--- config.mk ---
export PLATFORM = sky130hd
export DESIGN_NAME = mem_access_ctrl_flat
export DESIGN_NICKNAME = d
export VERILOG_FILES = /design/src/rtl/mem_access_ctrl_if.sv /design/src/rtl/mem_access_ctrl.sv /design/src/flat_wrapper.sv
export SDC_FILE = /design/constraint.sdc
export NUM_CORES = 1
export LEC_CHECK = 0
export BUFFER_PORTS_ARGS = -buffer_cell sky130_fd_sc_hd__buf_2
export CELL_PAD_IN_SITES_DETAIL_PLACEMENT = 1
export CELL_PAD_IN_SITES_GLOBAL_PLACEMENT = 2
export CORE_AREA = 5 5 139 141
export DETAILED_ROUTE_END_ITERATION = 8
export DIE_AREA = 0 0 144 146
export GPL_TIMING_DRIVEN = 0
export MAX_ROUTING_LAYER = met4
export PLACE_DENSITY_LB_ADDON = 0.1
export SLEW_MARGIN = 20
export SYNTH_ARGS = -nofsm -noshare
export SYNTH_HDL_FRONTEND = slang
export SYNTH_SLANG_ARGS = --single-unit
--- constraint.sdc ---
create_clock -name CLK -period 4.85 [get_ports CLK]
set_clock_uncertainty 0.15 [all_clocks]
set_input_delay 0.97 -clock CLK [delete_from_list [all_inputs] [get_ports CLK]]
set_output_delay 0.97 -clock CLK [all_outputs]
set_load 0.02 [all_outputs]
--- src/rtl/mem_access_ctrl_if.sv ---
// mem_access_ctrl_if
//   Bundles the control-unit handshake and the RAM port of mem_access_ctrl.
//   master : the controller itself (drives ready/done/rdata and the RAM port)
//   slave  : the environment (control unit + RAM model)
// Signals
//   req, we, size, sign_ext, addr, wdata   request from the control unit
//   ready, done, rdata, misalign_err       handshake / result to the control unit
//   Mem_Addr, Mem_Data, Mem_W_EN, Mem_sel  RAM address, write data, write enable, write mode
//   Mem_Out_Data                           RAM combinational read word
interface mem_access_ctrl_if #(
  parameter int ADDRESS_WIDTH = 32,
  parameter int DATA_WIDTH    = 32
);
  logic                     req;
  logic                     we;
  logic [1:0]               size;
  logic                     sign_ext;
  logic [ADDRESS_WIDTH-1:0] addr;
  logic [DATA_WIDTH-1:0]    wdata;
  logic                     ready;
  logic                     done;
  logic [DATA_WIDTH-1:0]    rdata;
  logic                     misalign_err;
  logic [ADDRESS_WIDTH-1:0] Mem_Addr;
  logic [DATA_WIDTH-1:0]    Mem_Data;
  logic                     Mem_W_EN;
  logic [1:0]               Mem_sel;
  logic [DATA_WIDTH-1:0]    Mem_Out_Data;

  modport master (
    input  req, we, size, sign_ext, addr, wdata, Mem_Out_Data,
    output ready, done, rdata, misalign_err, Mem_Addr, Mem_Data, Mem_W_EN, Mem_sel
  );

  modport slave (
    output req, we, size, sign_ext, addr, wdata, Mem_Out_Data,
    input  ready, done, rdata, misalign_err, Mem_Addr, Mem_Data, Mem_W_EN, Mem_sel
  );
endinterface

--- src/rtl/mem_access_ctrl.sv ---
// mem_access_ctrl
//   Memory-side master for the multi-cycle MIPS datapath. Accepts one
//   load/store at a time (req/ready/done), drives the byte-addressable RAM
//   port and returns a sign/zero-extended, registered load result.
// Ports
//   CLK  : clock, all state updates on the rising edge
//   RST  : synchronous active-low reset
//   bus  : mem_access_ctrl_if.master (handshake + RAM port)
// Parameters
//   ADDRESS_WIDTH, DATA_WIDTH (must be 32), WAIT_CYCLES (0..15)
// Build option
//   MISALIGN_TRAP_EN defined   : misaligned requests end in ERR (done + misalign_err)
//   MISALIGN_TRAP_EN undefined : low address bits are forced aligned, no ERR state
module mem_access_ctrl #(
  parameter int ADDRESS_WIDTH = 32,
  parameter int DATA_WIDTH    = 32,
  parameter int WAIT_CYCLES   = 0
) (
  input  logic               CLK,
  input  logic               RST,
  mem_access_ctrl_if.master  bus
);

  localparam logic [2:0] S_IDLE   = 3'd0;
  localparam logic [2:0] S_ACCESS = 3'd1;
  localparam logic [2:0] S_WAIT   = 3'd2;
  localparam logic [2:0] S_DONE   = 3'd3;
`ifdef MISALIGN_TRAP_EN
  localparam logic [2:0] S_ERR    = 3'd4;
`endif

  // WAIT counts down from WAIT_CYCLES-1 to 0, so it lasts WAIT_CYCLES cycles
  localparam int         WAIT_INIT = (WAIT_CYCLES > 0) ? WAIT_CYCLES - 1 : 0;
  localparam logic [3:0] WAIT_LOAD = WAIT_INIT[3:0];

  logic [2:0]               state_q, state_d;
  logic [3:0]               wcnt_q, wcnt_d;
  logic                     we_q, sext_q;
  logic [ADDRESS_WIDTH-1:0] addr_q;
  logic [DATA_WIDTH-1:0]    wdata_q;
  logic [DATA_WIDTH-1:0]    rdata_q, rdata_d;
  logic [1:0]               sel_q;

  logic                     accept;
  logic [1:0]               sel_in;
  logic [ADDRESS_WIDTH-1:0] addr_in;
  logic                     capture;
  logic [DATA_WIDTH-1:0]    ext;

  assign accept = (state_q == S_IDLE) && bus.req;

  // size 11 is just another byte encoding; the RAM only sees 00/01/10
  assign sel_in = (bus.size == 2'b11) ? 2'b10 : bus.size;

`ifdef MISALIGN_TRAP_EN
  logic misaligned;
  assign misaligned = ((bus.size == 2'b00) && (bus.addr[1:0] != 2'b00)) ||
                      ((bus.size == 2'b01) && bus.addr[0]);
  assign addr_in    = bus.addr;
`else
  // Without the trap the request is silently aligned to its natural boundary
  always_comb begin
    addr_in = bus.addr;
    case (bus.size)
      2'b00:   addr_in[1:0] = 2'b00;
      2'b01:   addr_in[0]   = 1'b0;
      default: addr_in      = bus.addr;
    endcase
  end
`endif

  // Next-state / wait counter
  always_comb begin
    state_d = state_q;
    wcnt_d  = wcnt_q;
    case (state_q)
      S_IDLE: begin
        if (bus.req) begin
`ifdef MISALIGN_TRAP_EN
          state_d = misaligned ? S_ERR : S_ACCESS;
`else
          state_d = S_ACCESS;
`endif
        end
      end
      S_ACCESS: begin
        if (WAIT_CYCLES > 0) begin
          state_d = S_WAIT;
          wcnt_d  = WAIT_LOAD;
        end else begin
          state_d = S_DONE;
        end
      end
      S_WAIT: begin
        if (wcnt_q == 4'd0) state_d = S_DONE;
        else                wcnt_d  = wcnt_q - 4'd1;
      end
      default: state_d = S_IDLE;  // DONE, ERR and any illegal encoding
    endcase
  end

  // The RAM presents the word starting at the latched byte address, so the
  // addressed byte/half always sits in the low bits of Mem_Out_Data.
  always_comb begin
    case (sel_q)
      2'b10:   ext = {{(DATA_WIDTH-8){sext_q & bus.Mem_Out_Data[7]}},
                      bus.Mem_Out_Data[7:0]};
      2'b01:   ext = {{(DATA_WIDTH-16){sext_q & bus.Mem_Out_Data[15]}},
                      bus.Mem_Out_Data[15:0]};
      default: ext = bus.Mem_Out_Data;
    endcase
  end

  // Only ACCESS/WAIT can move to DONE, so this is the last data-valid edge
  assign capture = (state_d == S_DONE) && !we_q;

  always_comb begin
    rdata_d = rdata_q;
    if (capture) rdata_d = ext;
  end

  always_ff @(posedge CLK) begin
    if (!RST) begin
      state_q <= S_IDLE;
      wcnt_q  <= 4'd0;
      we_q    <= 1'b0;
      sext_q  <= 1'b0;
      addr_q  <= '0;
      wdata_q <= '0;
      sel_q   <= 2'b00;
      rdata_q <= '0;
    end else begin
      state_q <= state_d;
      wcnt_q  <= wcnt_d;
      rdata_q <= rdata_d;
      if (accept) begin
        we_q    <= bus.we;
        sext_q  <= bus.sign_ext;
        addr_q  <= addr_in;
        wdata_q <= bus.wdata;
        sel_q   <= sel_in;
      end
    end
  end

  assign bus.ready    = (state_q == S_IDLE);
`ifdef MISALIGN_TRAP_EN
  assign bus.done         = (state_q == S_DONE) || (state_q == S_ERR);
  assign bus.misalign_err = (state_q == S_ERR);
`else
  assign bus.done         = (state_q == S_DONE);
  assign bus.misalign_err = 1'b0;
`endif
  assign bus.rdata    = rdata_q;
  assign bus.Mem_Addr = addr_q;
  assign bus.Mem_Data = wdata_q;
  assign bus.Mem_sel  = sel_q;
  assign bus.Mem_W_EN = (state_q == S_ACCESS) && we_q;

endmodule

--- src/flat_wrapper.sv ---
// flat-port wrapper written by rule: the top's interface ports become plain ports
module mem_access_ctrl_flat 
#(
  parameter int ADDRESS_WIDTH = 32,
  parameter int DATA_WIDTH    = 32,
  parameter int WAIT_CYCLES   = 0
)
  (CLK, RST, bus_req, bus_we, bus_size, bus_sign_ext, bus_addr, bus_wdata, bus_Mem_Out_Data, bus_ready, bus_done, bus_rdata, bus_misalign_err, bus_Mem_Addr, bus_Mem_Data, bus_Mem_W_EN, bus_Mem_sel);
  mem_access_ctrl_if #(.ADDRESS_WIDTH(ADDRESS_WIDTH), .DATA_WIDTH(DATA_WIDTH)) bus_i ();
  input  logic CLK;
  input  logic RST;
  input wire logic [$bits(bus_i.req)-1:0] bus_req;
  input wire logic [$bits(bus_i.we)-1:0] bus_we;
  input wire logic [$bits(bus_i.size)-1:0] bus_size;
  input wire logic [$bits(bus_i.sign_ext)-1:0] bus_sign_ext;
  input wire logic [$bits(bus_i.addr)-1:0] bus_addr;
  input wire logic [$bits(bus_i.wdata)-1:0] bus_wdata;
  input wire logic [$bits(bus_i.Mem_Out_Data)-1:0] bus_Mem_Out_Data;
  output wire logic [$bits(bus_i.ready)-1:0] bus_ready;
  output wire logic [$bits(bus_i.done)-1:0] bus_done;
  output wire logic [$bits(bus_i.rdata)-1:0] bus_rdata;
  output wire logic [$bits(bus_i.misalign_err)-1:0] bus_misalign_err;
  output wire logic [$bits(bus_i.Mem_Addr)-1:0] bus_Mem_Addr;
  output wire logic [$bits(bus_i.Mem_Data)-1:0] bus_Mem_Data;
  output wire logic [$bits(bus_i.Mem_W_EN)-1:0] bus_Mem_W_EN;
  output wire logic [$bits(bus_i.Mem_sel)-1:0] bus_Mem_sel;
  assign bus_i.req = bus_req;
  assign bus_i.we = bus_we;
  assign bus_i.size = bus_size;
  assign bus_i.sign_ext = bus_sign_ext;
  assign bus_i.addr = bus_addr;
  assign bus_i.wdata = bus_wdata;
  assign bus_i.Mem_Out_Data = bus_Mem_Out_Data;
  assign bus_ready = bus_i.ready;
  assign bus_done = bus_i.done;
  assign bus_rdata = bus_i.rdata;
  assign bus_misalign_err = bus_i.misalign_err;
  assign bus_Mem_Addr = bus_i.Mem_Addr;
  assign bus_Mem_Data = bus_i.Mem_Data;
  assign bus_Mem_W_EN = bus_i.Mem_W_EN;
  assign bus_Mem_sel = bus_i.Mem_sel;
  mem_access_ctrl #(.ADDRESS_WIDTH(ADDRESS_WIDTH), .DATA_WIDTH(DATA_WIDTH), .WAIT_CYCLES(WAIT_CYCLES)) u_core (.CLK(CLK), .RST(RST), .bus(bus_i));
endmodule
; Word level (Yosys, flattened, before mapping)
; Index checks and enable logic that the tools add are counted.
[word_totals]
regBits = 107
output_inout_bits = 102
elab_cells = 36
[op_classes]
n_addsub = 1
n_eq_ne = 8
muxes = 7
bitwise_logic = 3
reduce_logical = 9
[op_table]
columns = cell, count
row1 = 32-bit case mux with 2 select lines, 1
row2 = 3-bit by 2-bit == test with 1-bit output (second input constant), 3
row3 = 3-bit case mux with 3 select lines, 1
row4 = 3-bit two-way mux, 2
row5 = 2-bit by 1-bit == test with 1-bit output (second input constant), 2
row6 = 2-bit == test (second input constant), 2
row7 = 4-bit logical NOT, 1
row8 = 4-bit by 1-bit subtractor with 4-bit output (second input constant), 1
row9 = 3-bit by 1-bit == test with 1-bit output (second input constant), 1
row10 = 1-bit logical AND, 3
row11 = 3-bit logical NOT, 1
row12 = 1-bit bitwise AND, 2
row13 = 2-bit logical NOT, 1
row14 = 1-bit two-way mux, 2
row15 = 2-bit two-way mux, 1
row16 = 2-bit AND reduction, 1
row17 = 2-bit OR reduction, 1
row18 = 1-bit logical NOT, 1
row19 = 1-bit NOT, 1

; Logic depth before layout (Yosys ltp)
; Gate-level depths: netlist (run 1).
[logic_depth]
depth_word = 5
depth_mapped = 8

; Worst setup path after synthesis (run 1)
; Ideal clock, no wire load.
[synth_path]
kind = register to output
startpoint = reg u_core.state_q[0]
endpoint = out bus_Mem_W_EN
arrival_ps = 1248
slack_ps = 2482
path_stages_with_launch = 3
n_path_buf = 1
cell_sequence = dfxtp_1 > buf_2 > nor4bb_1
[synth_via]
elab_chain_cells = 2
[synth_rtl]
columns = element, line
row1 = start: declaration, mem_access_ctrl.sv:36  ; logic [2:0] state_q, state_d;
row2 = start signal: assignment, mem_access_ctrl.sv:133  ; state_q <= state_d;
row3 = 3-bit by 1-bit == test with 1-bit output, mem_access_ctrl.sv:158  ; assign bus.Mem_W_EN = (state_q == S_ACCESS) && we_q;
row4 = 1-bit logical AND, mem_access_ctrl.sv:158
row5 = end: declaration, flat_wrapper.sv:25  ; output wire logic [$bits(bus_i.Mem_W_EN)-1:0] bus_Mem_W_EN;
; No other way between the ends.

; Worst setup path in the final report (run 1)
; Same ends and word-level chain as after synthesis.

==> out/summary.txt, run 1 <==
run status: completed
layer with the highest usage after global routing: met2
width of the die: 144 um
peak clock frequency supported by timing: 385 MHz
Final HPWL DP: 12,200 um
count of TritonRoute iterations in the first routing pass: 4
dominant cell type by area after synthesis: dfxtp_1
Psw: 549 uW
Area Growth Syn to Fin: 37.4%
Row Count: 49
cell occurring most often along the worst timing path: buf_2
clock-pin slew of the registers on the worst-case setup and hold paths: 80 ps
Clock Power Share: 36.7%
CTS sink count: 107
ANT nets after route: 0
Die Y-Extent: 146 um
routed length per placed instance: 16.6 um
total setup buffers inserted after CTS: 0
type of the most critical hold path: reg -> reg
maximum capacitance violations: 0
portion of total power attributed to combinational logic: 14.9%
number of endpoints with negative hold slack in the final report: 0
Die Area: 21,000 sq um
vias after detailed routing: 4,284
Sequential Power Share: 48.4%
RSZ-0062 raised after global routing: false
met2 Usage GRT: 25.7%
share of synthesized area occupied by flip-flops and latches: 50.5%
routed via count divided by cell count: 4.52
global-route wire length before repair: 24,900 um
Clk Tree Root Cell: clkbuf_16
proportion of register bits with asynchronous set or reset after synthesis: 0%
TritonCTS clock tree: yes
Power Internal: 1.40 mW
clock latency at the later pin of the worst-skew pair: 340 ps
post-synthesis cell count: 499
Startpoint Class: flip-flop
H-tree depth: 3
register bit count reported by yosys: 107
Critical Path Slowest Stage Cell: nor4bb_1
highest-count cells in the layout ignoring fill and taps: buf_2 (214), nand2_1 (149), dfxtp_1 (107)
maximum ir drop on the vdd rail: 0.159 mV
largest cells by area after synthesis: dfxtp_1 (51%), nand2_1 (13%), a21oi_1 (9.6%)
post-detailed-routing wire length: 15,700 um
I/O pin cnt: 205
Residual DRC: 0
syn avg cell area: 8.50 sq um
clock buffer depth: 2
Worst Setup Slack, final: 2250 ps
initial core utilization: 23.8%
Fin Setup TNS: 0 ps
number of gates resized after cts: 0
DRT iter0 DRCs: 110
power density cells: 335 nW/um^2
final-report setup violation count: 0
total of buffers placed on input and output ports: 202
number of unique standard cell types used by synthesis: 38
number of buffers created by CTS: 9
total leakage power: 2.56 nW
CORE AREA: 17,800 sq um
overflow left after global routing: 0
dpl ws: 2030 ps
GRT Util Overall: 15.2%
endpoint kind of the worst setup timing path: output pin
cell area after synthesis: 4240 sq um
hold buffer count at CTS: 0
final number of max-transition violations: 0
Post-synth top flop: dfxtp_1
most frequent standard cell in the layout excluding fill and tap cells: buf_2
ordered list of cells on the worst path: buf_2, nor4bb_1, buf_2
final worst-path cycle share: 53.6%
worst path arrival time: 1480 ps
number of enable flip-flop cells after synthesis: 0
category of the most critical setup path: reg -> out
clock period minus worst slack: 2600 ps
area share of the largest cell type after synthesis: 50.5%
met1 track demand over resource: 18.3%
layout cells sized above 1: 34.0%
switching share of total power: 28.2%
grt met3 use: 3.25%
maximum single-stage delay on the critical path: 340 ps
maximum fanout encountered on the critical timing path: 10
number of nets at the end of the flow: 819
Synth warnings: 0
WP data required: 3730 ps
cell type group with the largest total delay on the critical path: buffers and inverters
largest net degree at the start of global routing: 19
routability cong.: 0.754
Worst slew margin: 58.1%
number of global-route vias before repair: 4,817
number of antenna violations at the first check in global routing: 0
combined buffer and inverter count along the critical path: 2
transition time of the tightest slew-check pin: 627 ps
==> power by group through the flow <==
stage	Combinational, mW	Clock (mW)	Sequential (mW)
final	0.291	0.716	0.943
after detailed placement	0.298	0	0.964
after global placement	0.291	0	0.962
after global routing	0.323	0.780	0.949
after floorplan	0.121	0	1.01
after CTS	0.298	0.751	0.944
==> synth_stat cells, drive strengths merged (2+ instances only) <==
library cell,count
or3,3
or4,2
dfxtp,107
nor4b,3
mux2i,8
nand2,149
buf,23
nand3b,2
a22oi,16
clkbuf,26
o21ai,4
inv,5
ha,3
a211oi,48
a21oi,81
==> path summary, 6_finish.rpt <==
check	from	end	slack (ps)	depth (start not counted)
worst max-delay path	u_core.state_q[0]	bus_Mem_W_EN	2250	3
worst min-delay path	u_core.bus.Mem_Data[10]	u_core.bus.Mem_Data[10]	300	2
worst max register to register	u_core.bus.Mem_sel[0]	u_core.bus.rdata[22]	2480	8
worst min register to register	u_core.bus.Mem_Data[10]	u_core.bus.Mem_Data[10]	300	2
==> cells by family (layout without fill, tap and decap cells) <==
| group | after synthesis | count (layout) | share of synthesized area (%) |
|---|---|---|---|
| simple gates | 171 | 171 | 17.9 |
| compound gates | 153 | 153 | 22.1 |
| flops | 107 | 107 | 50.5 |
| buf+inv | 55 | 273 | 6.37 |
| mux | 8 | 8 | 1.89 |
| fa+ha+maj | 3 | 3 | 0.885 |
| other cells | 1 | 3 | 0.0884 |
| xor+xnor | 1 | 1 | 0.207 |
==> worst min-delay path, delay by kind of cell (launching register included) <==
kind               cells  cell delay, ps
and+or+nand+nor        1              50
DFF                    1             310
AOI/OAI and AO/OA      1              50
==> registers in the layout, indices dropped and copies added (netlist names) <==
signal and cells:
u_core.bus.Mem_Addr 32, u_core.bus.Mem_Data 32, u_core.bus.rdata 32, u_core.wcnt_q 4
u_core.state_q 3, u_core.bus.Mem_sel 2, u_core.sext_q 1, u_core.we_q 1
==> area by class of cell <==
| cell class | count | area [sq um] |
|---|---|---|
| fillers | 2202 | 12000 |
| flip-flops and latches | 107 | 2140 |
| multi-input cells | 338 | 1830 |
| repair buffers | 202 | 1010 |
| well taps | 229 | 287 |
| plain buffers | 49 | 248 |
| clock buffers | 10 | 239 |
| clock inverters | 6 | 45.0 |
| inverters | 6 | 22.5 |
| diodes | 1 | 2.50 |
==> metal layers <==
layer  vias up  part of all wire, %
met2       103                   50
met3        13                  5.3
met5         -                    0
li1       2142                    -
met4         0                  1.1
met1      2026                   44
==> per-stage QoR <==
step	utilization [%]	total power, mW	cell area [sq um]	cells	hold WS [ps]
2_1_floorplan	-	1.13	4240	500	291
3_3_place_gp	31.1	1.25	5540	931	289
3_5_place_dp	31.1	1.26	5540	931	295
4_1_cts	32.7	1.99	5830	947	306
5_1_grt	32.7	2.05	5830	947	323
6_report	32.7	1.95	5830	948	301
No activity file was read; power rests on OpenSTA's default activity.
==> run 2, diff against run 1 <==
ABC_AREA = 1   (was unset)
CORE_AREA = 5 5 143 145   (was 5 5 139 141)
DIE_AREA = 0 0 148 150   (was 0 0 144 146)
clock period = 2.6 ns   (was 4.85 ns; I/O delays follow)
==> out/summary.txt, run 2 <==
maximum single-stage delay on the critical path: 380 ps (+40 ps)
launching element of the worst setup path: u_core.we_q
final-report setup violation count: 0 (unchanged)
CORE AREA: 19,100 sq um (+6.9%)
register bit count reported by yosys: 107 (unchanged)
final worst-path cycle share: 91.5%
total of buffers placed on input and output ports: 203 (+0.50%)
setup slack on the worst flop-to-flop path: 490 ps (-1990 ps)
Post-synth top flop: dfxtp_1
dominant cell type by area after synthesis: dfxtp_1
final design area excluding fillers: 6100 sq um (+4.7%)
final cell count without fillers: 1,083 (+14%)
maximum ir drop on the vdd rail: 0.328 mV (+110%)
Critical Path Slowest Stage Cell: clkbuf_1
Synth warnings: 0 (unchanged)
number of cells in the design after placement: 1,062 (+14%)
Worst slew margin: 53.6% (-4.5 points)
global-route wire length before repair: 25,900 um (+4.1%)
number of enable flip-flop cells after synthesis: 0 (unchanged)
RR Startpoint: u_core.bus.Mem_sel[0]
Startpoint Class: flip-flop
peak clock frequency supported by timing: 420 MHz
number of gates resized after cts: 1 (+1)
Fin Setup TNS: 0 ps (unchanged)
Critical Path Sink: bus_Mem_W_EN
category of the most critical setup path: reg -> out
Reg2Reg Depth: 9 (+1)
width of the die: 148 um (+2.8%)
most frequent standard cell in the layout excluding fill and tap cells: buf_2
share of synthesized area occupied by flip-flops and latches: 47.9% (-2.6 points)
final number of max-transition violations: 0 (unchanged)
largest cells by area after synthesis: dfxtp_1 (48%), nand2_1 (15%), a21oi_1 (12%)
cell with the most instances after synthesis: nand2_1
routed via count divided by cell count: 4.32 (-4.3%)
dpl ws: 369 ps (-1660 ps)
maximum capacitance violations: 0 (unchanged)
GRT Util Overall: 15.1% (-0.12 points)
overflow left after global routing: 0 (unchanged)
clock buffer depth: 2 (unchanged)
RSZ-0062 raised after global routing: false
routed length per placed instance: 15.1 um (-8.9%)
number of nets at the end of the flow: 941 (+15%)
depth of the critical timing path with buffers and inverters included: 5 (+2)
area share of the largest cell type after synthesis: 47.9% (-2.6 points)
vias after detailed routing: 4,682 (+9.3%)
clock-pin slew of the registers on the worst-case setup and hold paths: 80 ps (about the same)
Worst Setup Slack, final: 220 ps (-2030 ps)
Clk Tree Root Cell: clkbuf_16
post-synthesis cell count: 620 (+24%)
combined buffer and inverter count along the critical path: 4 (+2)
transition time of the tightest slew-check pin: 697 ps (+69.3 ps)
Die Area: 22,200 sq um (+5.6%)
cell area after synthesis: 4470 sq um (+5.4%)
leading post-synthesis cells by instance count: nand2_1 (181), a21oi_1 (109), dfxtp_1 (107)
cell type group with the largest total delay on the critical path: buffers and inverters
DRT iter0 DRCs: 138 (+25%)
number of buffers created by CTS: 9 (unchanged)
number of endpoints with negative hold slack in the final report: 0 (unchanged)
number of unique standard cell types used by synthesis: 24 (-37%)
CTS sink count: 107 (unchanged)
worst path arrival time: 1710 ps (+230 ps)
run status: completed
highest-count cells in the layout ignoring fill and taps: buf_2 (212), nand2_1 (181), a21oi_1 (109)
syn avg cell area: 7.21 sq um (-15%)
ANT nets after route: 0 (unchanged)
hold buffer count at CTS: 0 (unchanged)
Residual DRC: 0 (unchanged)
power density cells: 630 nW/um^2 (+88%)
total setup buffers inserted after CTS: 0 (unchanged)
I/O pin cnt: 205 (unchanged)
number of antenna violations at the first check in global routing: 5 (+5)
Filler Cells Inserted: 2,467 (+12%)
layout cells sized above 1: 31.8% (-2.2 points)
largest net degree at the start of global routing: 19 (unchanged)
TritonCTS clock tree: yes
endpoint kind of the worst setup timing path: output pin
initial core utilization: 23.4% (-0.34 points)
dpl cell area: 5790 sq um (+4.4%)
count of TritonRoute iterations in the first routing pass: 4 (unchanged)
H-tree depth: 3 (unchanged)
Area Growth Syn to Fin: 36.5%
core utilization of the finished layout: 32.0% (-0.68 points)
clock period minus worst slack: 2380 ps
Final HPWL DP: 12,900 um (+6.1%)
maximum fanout encountered on the critical timing path: 10 (unchanged)
clock latency at the later pin of the worst-skew pair: 350 ps (about the same)
routability cong.: 0.744 (-1.4%)
WP data required: 1930 ps (-1800 ps)
ordered list of cells on the worst path: inv_1, clkbuf_1, clkbuf_2, nor2_1, buf_2
number of global-route vias before repair: 5,097 (+5.8%)
proportion of register bits with asynchronous set or reset after synthesis: 0% (unchanged)
total leakage power: 2.98 nW (+16%)
post-detailed-routing wire length: 16,300 um (+4.1%)
FF-to-FF End: u_core.bus.rdata[9]
Die Y-Extent: 150 um (+2.7%)
Row Count: 51 (+4.1%)
type of the most critical hold path: in -> reg
==> run 2: cell count changes in the layout (fill, tap and decap cells not counted), moves of 11 or more <==
cell,change
a211oi_1,-48
a21oi_1,+28
a22oi_1,-16
inv_1,+40
nand2_1,+32
nand2_2,+11
nand3_1,+35
nor2_1,+57
==> run 2: worst min-delay path by stage <==
| stage | start | endpoint | slack, ps | cells past startpoint |
|---|---|---|---|---|
| floorplan | u_core.wcnt_q[0] | u_core.wcnt_q[0] | 320 | 2 |
| global placement | u_core.bus.Mem_Addr[4] | u_core.bus.Mem_Addr[4] | 300 | 2 |
| detailed placement | u_core.bus.Mem_Data[29] | u_core.bus.Mem_Data[29] | 310 | 2 |
| CTS | bus_wdata[29] | u_core.bus.Mem_Data[29] | 230 | 3 |
| global route | bus_wdata[17] | u_core.bus.Mem_Data[17] | 240 | 3 |
| finish | bus_wdata[29] | u_core.bus.Mem_Data[29] | 250 | 3 |
==> run 2: cell type report <==
type / count / area, sq um / share of cell area, %
Sequential cell: 107 / 2140 / 35.1
Tap cell: 238 / 298 / 4.88
Antenna cell: 5 / 12.5 / 0.205
Timing Repair Buffer: 203 / 1020 / 16.6
Inverter: 48 / 180 / 2.95
Buffer: 43 / 245 / 4.02
Clock inverter: 6 / 71.3 / 1.17
Clock buffer: 10 / 229 / 3.75
Multi-Input combinational cell: 423 / 1910 / 31.3
==> run 2: logic make-up after synthesis <==
| kind of cell | after synthesis | synth area share (%) |
|---|---|---|
| AND/OR/NAND/NOR | 291 | 26.5 |
| AO/OA/AOI/OAI | 127 | 15.2 |
| flip-flops | 107 | 47.9 |
| buffers and inverters | 91 | 9.49 |
| adder cells (fa/ha/maj) | 3 | 0.840 |
| other | 1 | 0.0839 |
==> run 2: through the flow <==
| stage | hold slack, ps | power, mW |
|---|---|---|
| floorplan | 319 | 2.19 |
| global placement | 300 | 2.45 |
| detailed placement | 305 | 2.47 |
| CTS | 232 | 3.93 |
| global route | 238 | 4.06 |
| finish | 250 | 3.84 |
==> run 2: worst min-delay path, cell delays in order <==
cell and delay [ps]:
buf_2 100, nand2_1 50, a21oi_1 50
==> run 2: routing by layer <==
layer,share of wire (%),track usage [%],routed length [um]
met5,0,-,0
met4,1.6,5.08,265
met3,9.0,5.94,1470
met2,47,24.5,7640
met1,43,17.2,6950
==> run 2: where the power goes <==
group	internal (mW)	switching [mW]
clock network	0.760	0.671
logic	0.234	0.411
registers	1.72	0.0452
total	2.72	1.13
